<file path="src/rtl/fir_pkg.sv">
// Shared types and helpers for the tap_reader history buffer.
package fir_pkg;

    typedef enum logic [1:0] {
        CLEAR,
        IDLE,
        BURST
    } state_t;

    // Bits needed to address 'value' entries; returns at least 1.
    function automatic int clog2(input int value);
        int result;
        result = 1;
        while ((1 << result) < value) begin
            result++;
        end
        return result;
    endfunction

endpackage

</file>
<file path="src/rtl/tap_ram.sv">
// History buffer for tap_reader: one synchronous write port, one asynchronous read port.
module tap_ram
    import fir_pkg::*;
#(
    parameter int WIDTH = 16,
    parameter int DEPTH = 16,
    localparam int AW = clog2(DEPTH)
) (
    input  logic             clk,
    input  logic             we_i,
    input  logic [AW-1:0]    waddr_i,
    input  logic [WIDTH-1:0] wdata_i,
    input  logic [AW-1:0]    raddr_i,
    output logic [WIDTH-1:0] rdata_o
);

    logic [WIDTH-1:0] mem_q [DEPTH];

    // NOTE: storage has no reset so it can map onto plain RAM/LUT-RAM; zeroing is the optional CLEAR sweep.
    always_ff @(posedge clk) begin
        if (we_i) begin
            mem_q[waddr_i] <= wdata_i;
        end
    end

    assign rdata_o = mem_q[raddr_i];

endmodule

</file>
<file path="src/rtl/tap_reader.sv">
// Accepts one sample, then streams the TAPS most recent samples newest first.
// Define TAP_READER_CLEAR_EN to zero the history buffer after every reset.
module tap_reader
    import fir_pkg::*;
#(
    parameter int WIDTH = 16,
    parameter int DEPTH = 16,
    parameter int TAPS  = 16
) (
    input  logic             clk,
    input  logic             rst,
    input  logic             in_valid,
    input  logic [WIDTH-1:0] in,
    output logic             in_ready,
    output logic             out_valid,
    output logic [WIDTH-1:0] out,
    output logic             out_last,
    input  logic             out_ready
);

    localparam int PTR_W = clog2(DEPTH);
    localparam int CNT_W = clog2(DEPTH) + 1;
    localparam logic [PTR_W-1:0] PTR_LAST = PTR_W'(DEPTH - 1);
    localparam logic [CNT_W-1:0] TAP_LAST = CNT_W'(TAPS - 1);
`ifdef TAP_READER_CLEAR_EN
    localparam state_t RESET_STATE = CLEAR;
`else
    localparam state_t RESET_STATE = IDLE;
`endif

    if (DEPTH < 2 || (DEPTH & (DEPTH - 1)) != 0) begin : g_bad_depth
        $fatal(1, "tap_reader: DEPTH must be a power of two >= 2");
    end
    if (TAPS < 1 || TAPS > DEPTH) begin : g_bad_taps
        $fatal(1, "tap_reader: TAPS must be in 1..DEPTH");
    end

    state_t           state_q,   state_d;
    logic [PTR_W-1:0] wr_ptr_q,  wr_ptr_d;
    logic [PTR_W-1:0] rd_ptr_q,  rd_ptr_d;
    logic [CNT_W-1:0] tap_cnt_q, tap_cnt_d;
    logic             ram_we;
    logic [WIDTH-1:0] ram_wdata;
    logic             accept;

    always_ff @(posedge clk or posedge rst) begin
        if (rst) begin
            state_q   <= RESET_STATE;
            wr_ptr_q  <= '0;
            rd_ptr_q  <= '0;
            tap_cnt_q <= '0;
        end else begin
            state_q   <= state_d;
            wr_ptr_q  <= wr_ptr_d;
            rd_ptr_q  <= rd_ptr_d;
            tap_cnt_q <= tap_cnt_d;
        end
    end

    // Handshake outputs are masked by rst so they drop the instant reset asserts, even from IDLE.
    assign in_ready  = (state_q == IDLE) && !rst;
    assign out_valid = (state_q == BURST) && !rst;
    assign out_last  = out_valid && (tap_cnt_q == TAP_LAST);
    assign accept    = in_valid && in_ready;

    always_comb begin
        // NOTE: every signal gets a default first so no path leaves one unassigned and infers a latch.
        state_d   = state_q;
        wr_ptr_d  = wr_ptr_q;
        rd_ptr_d  = rd_ptr_q;
        tap_cnt_d = tap_cnt_q;
        ram_we    = 1'b0;
        ram_wdata = in;

        unique case (state_q)
`ifdef TAP_READER_CLEAR_EN
            CLEAR: begin
                // wr_ptr doubles as the sweep address and wraps back to 0 when done.
                ram_we    = 1'b1;
                ram_wdata = '0;
                wr_ptr_d  = wr_ptr_q + 1'b1;
                if (wr_ptr_q == PTR_LAST) begin
                    state_d = IDLE;
                end
            end
`endif
            IDLE: begin
                if (accept) begin
                    ram_we    = 1'b1;
                    rd_ptr_d  = wr_ptr_q;
                    wr_ptr_d  = wr_ptr_q + 1'b1;
                    tap_cnt_d = '0;
                    state_d   = BURST;
                end
            end
            BURST: begin
                if (out_ready) begin
                    rd_ptr_d  = rd_ptr_q - 1'b1;
                    tap_cnt_d = tap_cnt_q + 1'b1;
                    if (tap_cnt_q == TAP_LAST) begin
                        state_d = IDLE;
                    end
                end
            end
            default: state_d = IDLE;
        endcase
    end

    tap_ram #(
        .WIDTH (WIDTH),
        .DEPTH (DEPTH)
    ) u_tap_ram (
        .clk     (clk),
        .we_i    (ram_we),
        .waddr_i (wr_ptr_q),
        .wdata_i (ram_wdata),
        .raddr_i (rd_ptr_q),
        .rdata_o (out)
    );

endmodule

</file>
<file path="config.mk">
export PLATFORM = sky130hd
export DESIGN_NAME = tap_reader
export DESIGN_NICKNAME = d
export VERILOG_FILES = /design/src/rtl/fir_pkg.sv /design/src/rtl/tap_ram.sv /design/src/rtl/tap_reader.sv
export SDC_FILE = /design/constraint.sdc
export NUM_CORES = 1
export LEC_CHECK = 0
export CORE_ASPECT_RATIO = 1.2
export CORE_MARGIN = 5
export CORE_UTILIZATION = 60
export DETAILED_ROUTE_END_ITERATION = 10
export GPL_TIMING_DRIVEN = 0
export PLACE_DENSITY = 0.79
export SYNTH_ARGS = -nofsm -noshare
export SYNTH_HDL_FRONTEND = slang
export SYNTH_HIERARCHICAL = 1
export SYNTH_SLANG_ARGS = --single-unit
</file>
<file path="constraint.sdc">
create_clock -name clk -period 5.05 [get_ports clk]
set_input_delay 1.515 -clock clk [delete_from_list [all_inputs] [get_ports clk]]
set_output_delay 1.515 -clock clk [all_outputs]
set_load 0.01 [all_outputs]
</file>
# Yosys cells after proc, flatten, opt, wreduce, memory -nomap -nowiden
# Memories as Yosys holds them, arrays and structs flattened.
# Cells that the tools add are included.
# Widths: inputs -> output; s select.
[word_totals] mem_count=1 mem_bits_rw=256 output_inout_bits=19 reg_bits=15
[classes] n_eq_ne=6 n_addsub=3 reduce_logical=9 mux=14
[mem_list] name="u_tap_ram.mem_q" depth=16 width=16 rd=1 rd_clocked_by_memory_dff=0 wr=1 line_no="tap_ram.sv:17" text="logic [WIDTH-1:0] mem_q [DEPTH];"
[ops] cell="$mux 5" count=2
[ops] cell="$pmux 5 s2" count=1
[ops] cell="$mux 4" count=2
[ops] cell="$pmux 4 s2" count=1
[ops] cell="$mux 2" count=3
[ops] cell="$reduce_and 3->1" count=2
[ops] cell="$add 5x1->5 const B" count=1
[ops] cell="$eq 5x4->1 const B" count=1
[ops] cell="$add 4x1->4 const B" count=1
[ops] cell="$logic_and 1x1->1" count=4
[ops] cell="$mux 1" count=4
[ops] cell="$ne 2x2->1 const B" count=2
[ops] cell="$pmux 2 s2" count=1
[ops] cell="$sub 4x1->4 const B" count=1
[ops] cell="$eq 2x1->1 const B" count=1
[ops] cell="$eq 2x2->1 const B" count=1
[ops] cell="$ne 2x1->1 const B" count=1
[ops] cell="$reduce_and 2->1" count=1
[ops] cell="$reduce_bool 2->1" count=1
[ops] cell="$logic_not 1->1" count=1

# Logic depth before layout (Yosys ltp)
[depth] ltp_word=7 mapped_depth=6

# Modules after synthesis
# The synthesis kept the hierarchy.
[modules_own_cells] mod="tap_ram" area_each_um2=9723.1 seq_area_each_um2=7687.4 instances=1 cells_per_inst=416
[modules_own_cells] mod="tap_reader" area_each_um2=798.3 seq_area_each_um2=376.6 instances=1 cells_per_inst=74

# Worst setup path after synthesis
# No wires, ideal clock.
[synth_path] path_type="input port to flip-flop" start="input rst" end="memory u_tap_ram.mem_q[0][0] (enable)" n_path_buf=2 stages=6 arrival_time_ns=3.657 slack_ns=0.984 cell_sequence="nand4bb_1 buf_6 inv_6 buf_8 or3b_2 nor3_1"
[synth_between] elab_chain_cells=7
[synth_lines] element="start: declaration" line_no="tap_reader.sv:11" text="input logic rst,"
[synth_lines] element="$logic_not 1->1" line_no="tap_reader.sv:61" text="assign in_ready = (state_q == IDLE) && !rst;"
[synth_lines] element="$logic_and 1x1->1" line_no="tap_reader.sv:61"
[synth_lines] element="$logic_and 1x1->1" line_no="tap_reader.sv:64" text="assign accept = in_valid && in_ready;"
[synth_lines] element="$mux 1" line_no="tap_reader.sv:88" text="if (accept) begin"
[synth_lines] element="$mux 1" line_no="tap_reader.sv:75" text="unique case (state_q)"
[synth_lines] element="via ram_we" line_no="tap_reader.sv:42" text="logic ram_we;"
[synth_lines] element="$mux 1" line_no="tap_ram.sv:21" text="if (we_i) begin"
[synth_lines] element="$mux 1 (not written as such)" line_no="tap_ram.sv:22" text="mem_q[waddr_i] <= wdata_i;"
[synth_lines] element="end: declaration" line_no="tap_ram.sv:17"
# The timed path passes the listed nets, and every way through them passes these cells.

# Final worst setup path
[layout_path] start="input rst" end="output out_last"
[layout_between] elab_chain_cells=3
[layout_lines] element="$logic_not 1->1" line_no="tap_reader.sv:62" text="assign out_valid = (state_q == BURST) && !rst;"
[layout_lines] element="$logic_and 1x1->1" line_no="tap_reader.sv:62"
[layout_lines] element="$logic_and 1x1->1" line_no="tap_reader.sv:63" text="assign out_last = out_valid && (tap_cnt_q == TAP_LAST);"
[layout_lines] element="end: declaration" line_no="tap_reader.sv:17" text="output logic out_last,"
# No other way between the ends.

==> impl_metrics.tcl <==
set metrics [dict create \
    fin_skew_ps 9.92 \
    cp-end-kind "primary output" \
    r2r_cells 7 \
    antenna_cells 0 \
    setup_viol 0 \
    worstHoldPathCells 1 \
    path_cells "clkdlybuf4s50_1 -> inv_1 -> and3_1 -> clkdlybuf4s50_1" \
    min_period_ps 4800 \
    crit_type "in2out" \
    hp-start "tap_cnt_q[4]" \
    worst_pin_slew_ps 966 \
    rows 53 \
    instances_no_fill 809 \
    ir_worst_vdd_v 0.000380 \
    drive_above_1_share_pct 24.6 \
    r2r_end "u_tap_ram/mem_q[0][6]" \
    syn_inst 490 \
    clk_pin_slew_ps 60 \
    first_pass_iters 5 \
    hold_path_end "tap_cnt_q[4]" \
    yosysSeqAreaShare_pct 76.6 \
    post_drt_wl_per_cell_um 28.4 \
    drc_errors 0 \
    synthToLayoutAreaGrowth_pct 17.5 \
    start_util_pct 60.6 \
    overflow 0 \
    portBuffers 38 \
    post-place-cells 765 \
    fin_tns_setup_ps 0 \
    p_total_mw 6.47 \
    viasPerCell 6.57 \
    async_reset_ff_share_pct 5.54 \
    dp_hpwl_mm 14.3 \
    hp-class "reg2reg" \
    synth_edf_count 256 \
    regToRegSetupSlack_ps 2110 \
    ant_nets 0 \
    grt_pass1_vias 5782 \
    clk-insertion-delay-late_ps 520 \
    p_per_area_nw_per_um2 523 \
    hold_violations 0 \
    cts_repair_resize_count 0 \
    gp_congestion 0.801 \
    cts_root_buf "clkbuf_16" \
    grt_pass1_wl_mm 35.2 \
    path_max_fanout 16 \
    coreArea_um2 17400 \
    slew_headroom_pct 35.2 \
    cp-start-kind "input pin" \
    vias 5318 \
    postCtsSetupBuffers 0 \
    drv_cap 0 \
    cp_slowest_cell "clkdlybuf4s50_1" \
    crit_required_ps 3540 \
    antenna_found_initial 0 \
    min_period_over_period_pct 95.0 \
    rsz0062_at_grt "false" \
    io_pins 39 \
    outcome "complete, no violations" \
    leakage_nw 4.05 \
    cts_made_buffers 24 \
    cts_buffer_depth 3 \
    synth_cell_types 41 \
    die_h_um 155 \
    cp.arrival_ps 3280 \
    syn_area_um2 10500 \
    drt_iter0_drc 619 \
    synth_fp_nets 514 \
    die_area_um2 20300 \
    yosys_warnings 6 \
    hold_buffers 0 \
    cp_slowest_stage_delay_ps 550 \
    grt_start_max_net_pins 18 \
    ys_ff_latch 271 \
    cts.sinks 271 \
    max_freq_mhz 208 \
    nets 595 \
    ys.flop_type "edfxtp_1" \
    dieWidth_um 131 \
    r2r_start "state_q[0]" \
    crit_top_cell "clkdlybuf4s50_1" \
    routed_wirelength_mm 23.0 \
    slew_violations 0 \
    htree_levels 1 \
    syn_area_per_cell_um2 21.5 \
    cts_tree "yes" \
    grt_util_all_layers_pct 23.9 \
]
flip-flops by register name (all words and copies together), names as in the netlist:
register and flops:
rd_ptr_q 4, state_q 2, u_tap_ram/mem_q 256, wr_ptr_q 4, tap_cnt_q 5
cells in the final DEF, fill, tap and decap left out, drive strengths merged:
master | synthesis | layout
edfxtp | 256 | 256
mux4 | 64 | 64
clkdlybuf4s50 | 0 | 38
clkbuf | 8 | 35
buf | 16 | 33
a22oi | 32 | 32
nand2 | 22 | 22
nor2 | 16 | 16
dfrtp | 14 | 14
nor3 | 9 | 9
clkinv | 0 | 8
bufinv | 0 | 7
inv | 7 | 7
o21ai | 5 | 5
ha | 4 | 4
nor2b | 3 | 3
a21oi | 3 | 3
nand3b | 3 | 3
nand3 | 3 | 3
xnor2 | 3 | 3
o2111a | 2 | 2
o32ai | 2 | 2
or3 | 2 | 2
and3 | 2 | 2
clkinvlp | 0 | 2
nand2b | 2 | 2
nand4bb | 1 | 1
and3b | 1 | 1
or2b | 1 | 1
nand4 | 1 | 1
a22o | 1 | 1
nor3b | 1 | 1
o221ai | 1 | 1
a221oi | 1 | 1
o2bb2ai | 1 | 1
dfstp | 1 | 1
and2 | 1 | 1
or3b | 1 | 1
metal layers:
metal	share of wire, %	track usage (%)
met4	3.2	8.28
met2	53	40.2
met1	37	32.5
met5	0	0
met3	6.2	3.16
critical path, delay by kind of cell:
| family | cells | cell delay (ps) |
|---|---|---|
| buffers and inverters | 3 | 1490 |
| and+or+nand+nor | 1 | 270 |
worst max path at each step:
stage | from | cells past startpoint | slack [ps] | to
after floorplan | rst | 6 | 980 | u_tap_ram/mem_q[0][0]
after global placement | rst | 7 | -610 | u_tap_ram/mem_q[0][8]
after detailed placement | rst | 4 | 250 | out_last
after CTS | rst | 4 | 240 | out_last
after global routing | rst | 4 | 110 | out_last
final | rst | 4 | 250 | out_last
power by group:
part | leakage, nW | switching [mW] | internal, mW
sequential | 2.49 | 0.0962 | 2.56
combinational | 1.12 | 0.919 | 0.862
clock | 0.434 | 0.781 | 1.25
total | 4.05 | 1.80 | 4.67
logic make-up (layout without fill, tap and decap cells):
group                      after synthesis  in the layout  synth area share (%)
adders and majority gates                4              4                 0.476
and+or+nand+nor                         69             69                  3.35
buffers and inverters                   31            130                  1.77
DFF                                    271            271                  76.6
muxes                                   64             64                  14.1
AOI/OAI and AO/OA                       48             48                  3.38
xor gates and xnor gates                 3              3                 0.321
final cells by class:
cell class	instances	area (um2)
plain buffers	24	155
fillers	992	5010
clock inverters	17	278
inverters	7	31.3
multi-input cells	188	2320
flip-flops and latches	271	8060
well taps	220	275
repair buffers	55	621
clock buffers	27	622
Yosys cell counts (3+ instances only):
cell	number	area (um2)
inv_1	6	22.5
nand2_1	22	82.6
nor2b_1	3	18.8
edfxtp_1	256	7690
buf_4	3	22.5
a22oi_1	32	240
dfrtp_1	14	350
mux4_1	10	263
buf_2	4	20.0
nand3_1	3	15.0
clkbuf_1	8	30.0
buf_1	3	11.3
a21oi_1	3	15.0
nor3_1	9	45.0
o21ai_0	5	25.0
buf_6	5	56.3
nand3b_1	3	22.5
nor2_1	16	60.1
ha_1	4	50.1
mux4_2	54	1220
stage by stage:
step           setup slack [ps]  cell area [um2]  util (%)  hold slack (ps)
6_report                    251            12400      71.2              522
3_3_place_gp               -609            11200      64.3              472
3_5_place_dp                251            11500      66.0              488
4_1_cts                     240            12400      71.2              507
2_1_floorplan               984            10500         -              456
5_1_grt                     108            12400      71.2              530
Note: power is estimated with default switching activity, not from simulation.
==> RTL change 1: new RTL, config.mk and constraints unchanged <==
`WIDTH` is set to 16 in 2 places; all go to 12.
--- a/src/rtl/tap_ram.sv
+++ b/src/rtl/tap_ram.sv
@@ -4,3 +4,3 @@
 #(
-    parameter int WIDTH = 16,
+    parameter int WIDTH = 12,
     parameter int DEPTH = 16,
--- a/src/rtl/tap_reader.sv
+++ b/src/rtl/tap_reader.sv
@@ -5,3 +5,3 @@
 #(
-    parameter int WIDTH = 16,
+    parameter int WIDTH = 12,
     parameter int DEPTH = 16,
Interface: changed (resized in and out); port bits go from 39 to 31. The function was not compared with the original's and may differ.
==> RTL change 1 against the original RTL <==
  * Sequential cell count decreased by 64
  * Worst setup slack better by 0.064 ns
  * Total power down 25%
  * Synthesized area fell by 22%
  * Sequential share of layout area is essentially flat
  * Routed wire length shrank 26%
  * Sequential power is 23% lower
  * Clock skew down 0.0014 ns
  * Critical path depth unchanged
  * Die area shrank 21%
  * Clock power decreased by 27%
  * Count of clock-buffer cells in the layout grew 1
  * Core utilization down 0.36 points
  * Final area decreased by 24%
  * Critical path type unchanged
  * Largest cell class unchanged
==> RTL change 1: results (changes against the original RTL) <==
clock skew 0.00849 ns (was 0.00992 ns); # clk buffers 28 (was 27); Post-Layout Cell Count 629 (was 809); Cell Area, Placed 8730 um2 (was 11,500 um2); post-synthesis sequential area ratio 75.3% (was 76.6%); Synth area leaders edfxtp_1 71%, mux4_2 9.1%, mux4_1 4.8% (was edfxtp_1 73%, mux4_2 12%, dfrtp_1 3.3%); fillers 780 (was 992); global-route wire length before repair 25.1 mm (was 35.2 mm); worst-skew pair later-pin latency 0.49 ns (was 0.52 ns); nets@finish 467 (was 595); placed cells 593 (was 765); share of cells above drive strength 1 20.0% (was 24.6%); pin count of the biggest net entering global routing 17 (was 18); Post-Synth XOR/XNOR Area 0.414% (was 0.321%); GPL Wtd Cong 0.768 (was 0.801); post-synthesis mux area share 13.9% (was 14.1%); Reg area 6140 um2 (was 8060 um2); cells on worst reg2reg path 6 (was 7); Final HPWL DP 10.4 mm (was 14.3 mm); initial DRC count 371 (was 619); Multi-input gate area 1890 um2 (was 2320 um2); largest registers in the final layout u_tap_ram/mem_q x192, tap_cnt_q x5 (was u_tap_ram/mem_q x256, tap_cnt_q x5); vias in the first global route 4,229 (was 5,782); gr usage total 22.3% (was 23.9%); Post-synth ARST share 7.25% (was 5.54%); post-DR vias/cell 6.54 (was 6.57); Synth Area in Adders 0.613% (was 0.476%); layout sequential cell count 207 (was 271); Syn Inst Count 391 (was 490); Multi-input comb cells 160 (was 188); area grow syn2layout 15.4% (was 17.5%); crit-path max cell delay 0.53 ns (was 0.55 ns); Net Count, Synth 411 (was 514); clock-cell share of area 7.08% (was 7.27%); Tapcells 168 (was 220); Peak VDD IR 0.000336 V (was 0.000380 V); total CTS buffers 20 (was 24); Post-synth EDFFs 192 (was 256); status finished clean (unchanged); post-synth cell types 40 (was 41)
==> RTL change 1: cell types whose count changed after synthesis, sizes merged <==
cell    change
clkbuf      -2
nand2       -4
edfxtp     -64
a22oi       -8
mux4       -16
buf         -5
==> RTL change 1: routing by layer <==
layer,up-vias,track usage [%],routed length [um]
met5,-,0,0
met4,0,9.74,730
met3,43,3.03,1120
met2,222,38.3,8840
met1,2104,28.6,6300
li1,1744,-,-
==> RTL change 1: power breakdown <==
| part | switching [mW] | internal [mW] | leakage (nW) |
|---|---|---|---|
| combinational | 0.673 | 0.654 | 0.877 |
| sequential | 0.0969 | 1.96 | 1.92 |
| clock | 0.586 | 0.897 | 0.331 |
==> RTL change 1: worst max path at each step <==
stage,from,to,slack (ns),cells past startpoint
global placement,rst,u_tap_ram/mem_q[0][3],-0.02,7
detailed placement,rst,out_last,0.28,4
global route,rst,out_last,0.18,4
finish,rst,out_last,0.32,4
CTS,rst,out_last,0.27,4
floorplan,rst,u_tap_ram/mem_q[0][0],1.35,6
==> RTL change 2: new RTL, same settings <==
Made on the original files. Make the reset (`rst`) synchronous in one clocked block. Comments in the files are not updated.
--- a/src/rtl/tap_reader.sv
+++ b/src/rtl/tap_reader.sv
@@ -45,3 +45,3 @@
 
-    always_ff @(posedge clk or posedge rst) begin
+    always_ff @(posedge clk) begin
         if (rst) begin
Formal check against the unedited RTL: differs if rst is asserted again (counterexample within 4 cycles, from zero or initial values and one cycle with rst high); with rst held inactive, the same outputs for 10 cycles.
==> RTL change 2 against the original RTL <==
  * Sequential cell count did not move
  * Worst setup slack got worse by 0.13 ns
  * Routed wire length rose by 1.1%
  * Synthesized area rose by 0.49%
  * Largest cell class unchanged
  * First-iteration DRC count fell by 4.8%
  * Count of clock-buffer cells in the layout rose by 3
  * Via count rose by 3.6%
  * Critical path depth rose by 1
  * Sequential share of layout area fell by 0.36 points
  * Final area fell by 0.39%
Power is not compared: it rests on default switching activity, and its combinational part moved more than twofold at a synthesized area within 25%.
==> RTL change 2: results (changes against the original RTL) <==
clock skew 0.00659 ns (was 0.00992 ns); r2r setup slk 2.36 ns (was 2.11 ns); post-synthesis mux area share 14.0% (was 14.1%); synthesized area per cell 20.7 um2 (was 21.5 um2); placed cells 784 (was 765); Synth area leaders edfxtp_1 73%, mux4_2 12%, dfxtp_1 2.8% (was edfxtp_1 73%, mux4_2 12%, dfrtp_1 3.3%); Setup crit end out_valid (was out_last); Worst R2R End u_tap_ram/mem_q[0][9] (was u_tap_ram/mem_q[0][6]); met1 GRT Util 29.8% (was 32.5%); GPL Wtd Cong 0.833 (was 0.801); Commonest cells post-synth 256 x edfxtp_1, 54 x mux4_2, 32 x a22oi_1, 24 x nand2_1, 17 x nor2_1 (was 256 x edfxtp_1, 54 x mux4_2, 32 x a22oi_1, 22 x nand2_1, 16 x nor2_1); min cycle time layout 4.92 ns (was 4.80 ns); crit-path max cell delay 0.50 ns (was 0.55 ns); cells on worst reg2reg path 6 (was 7); Post-synth ARST share 0% (was 5.54%); initial antenna violation count 0 (unchanged); Hold Path Depth 2 (was 1); post_cts resized 0 (unchanged); vias in the first global route 5,765 (was 5,782); M1 WL 8.80 mm (was 8.56 mm); post-synth cell types 49 (was 41); fillers 968 (was 992); Hold Crit Start tap_cnt_q[4] (unchanged); global-route wire length before repair 35.3 mm (was 35.2 mm); via count 5,509 (was 5,318); Net Count, Synth 534 (was 514); Multi-input gate area 2450 um2 (was 2320 um2); H-tree levels 1 (unchanged); WL final 23.2 mm (was 23.0 mm); crit-path max FO 10 (was 16); Global Route met2 Usage 40.2% (about the same); initial DRC count 589 (was 619); total CTS buffers 25 (was 24); DR WL/cell 28.0 um (was 28.4 um); share of cells above drive strength 1 24.0% (was 24.6%); Setup WS pre-CTS 0.161 ns (was 0.251 ns); met2 wire len 12.3 mm (was 12.2 mm); Final HPWL DP 14.8 mm (was 14.3 mm); post-CTS setup buffer count 0 (unchanged); M3 GR Usage 2.72% (was 3.16%); Slew @ Worst Pin 1.11 ns (was 0.966 ns); post-synthesis sequential area ratio 75.6% (was 76.6%); status finished clean (unchanged); WHS 0.494 ns (was 0.522 ns); gr usage total 22.9% (was 23.9%); pin count of the biggest net entering global routing 17 (was 18); CP arrival 3.41 ns (was 3.28 ns); hold-critical path endpoint tap_cnt_q[4] (unchanged); Synth Area in Adders 0.473% (was 0.476%); nets@finish 615 (was 595); Compound-Gate Fraction of Synth Area 3.83% (was 3.38%)
RTL change 2: cell count changes after synthesis, moves of 4 or more:
cell     before  now
o21ai_0       5    1
a21oi_1       3   10
nand3_1       3    7
dfxtp_1       0   15
dfrtp_1      14    0
RTL change 2: cell type report:
cell class,count,area share [%]
sequential,271,64.8
timing repair buffer,54,4.82
clock inverter,15,1.47
clock buffer,30,5.23
buffer,27,1.33
multi-input combinational,206,19.9
inverter,6,0.183
tap,220,2.23
RTL change 2: where the power goes:
group          switching [mW]  internal (mW)
Clock                   0.780           1.12
Sequential             0.0121           2.47
Combinational           0.120          0.105
RTL change 2: cells by family (layout without fill, tap and decap cells):
logic type / after synthesis / in the layout
multiplexers: 64 / 64
flip-flops: 271 / 271
XOR/XNOR: 2 / 2
AO/OA/AOI/OAI: 55 / 55
AND/OR/NAND/NOR: 81 / 81
adder cells (fa/ha/maj): 4 / 4
buffers and inverters: 33 / 132
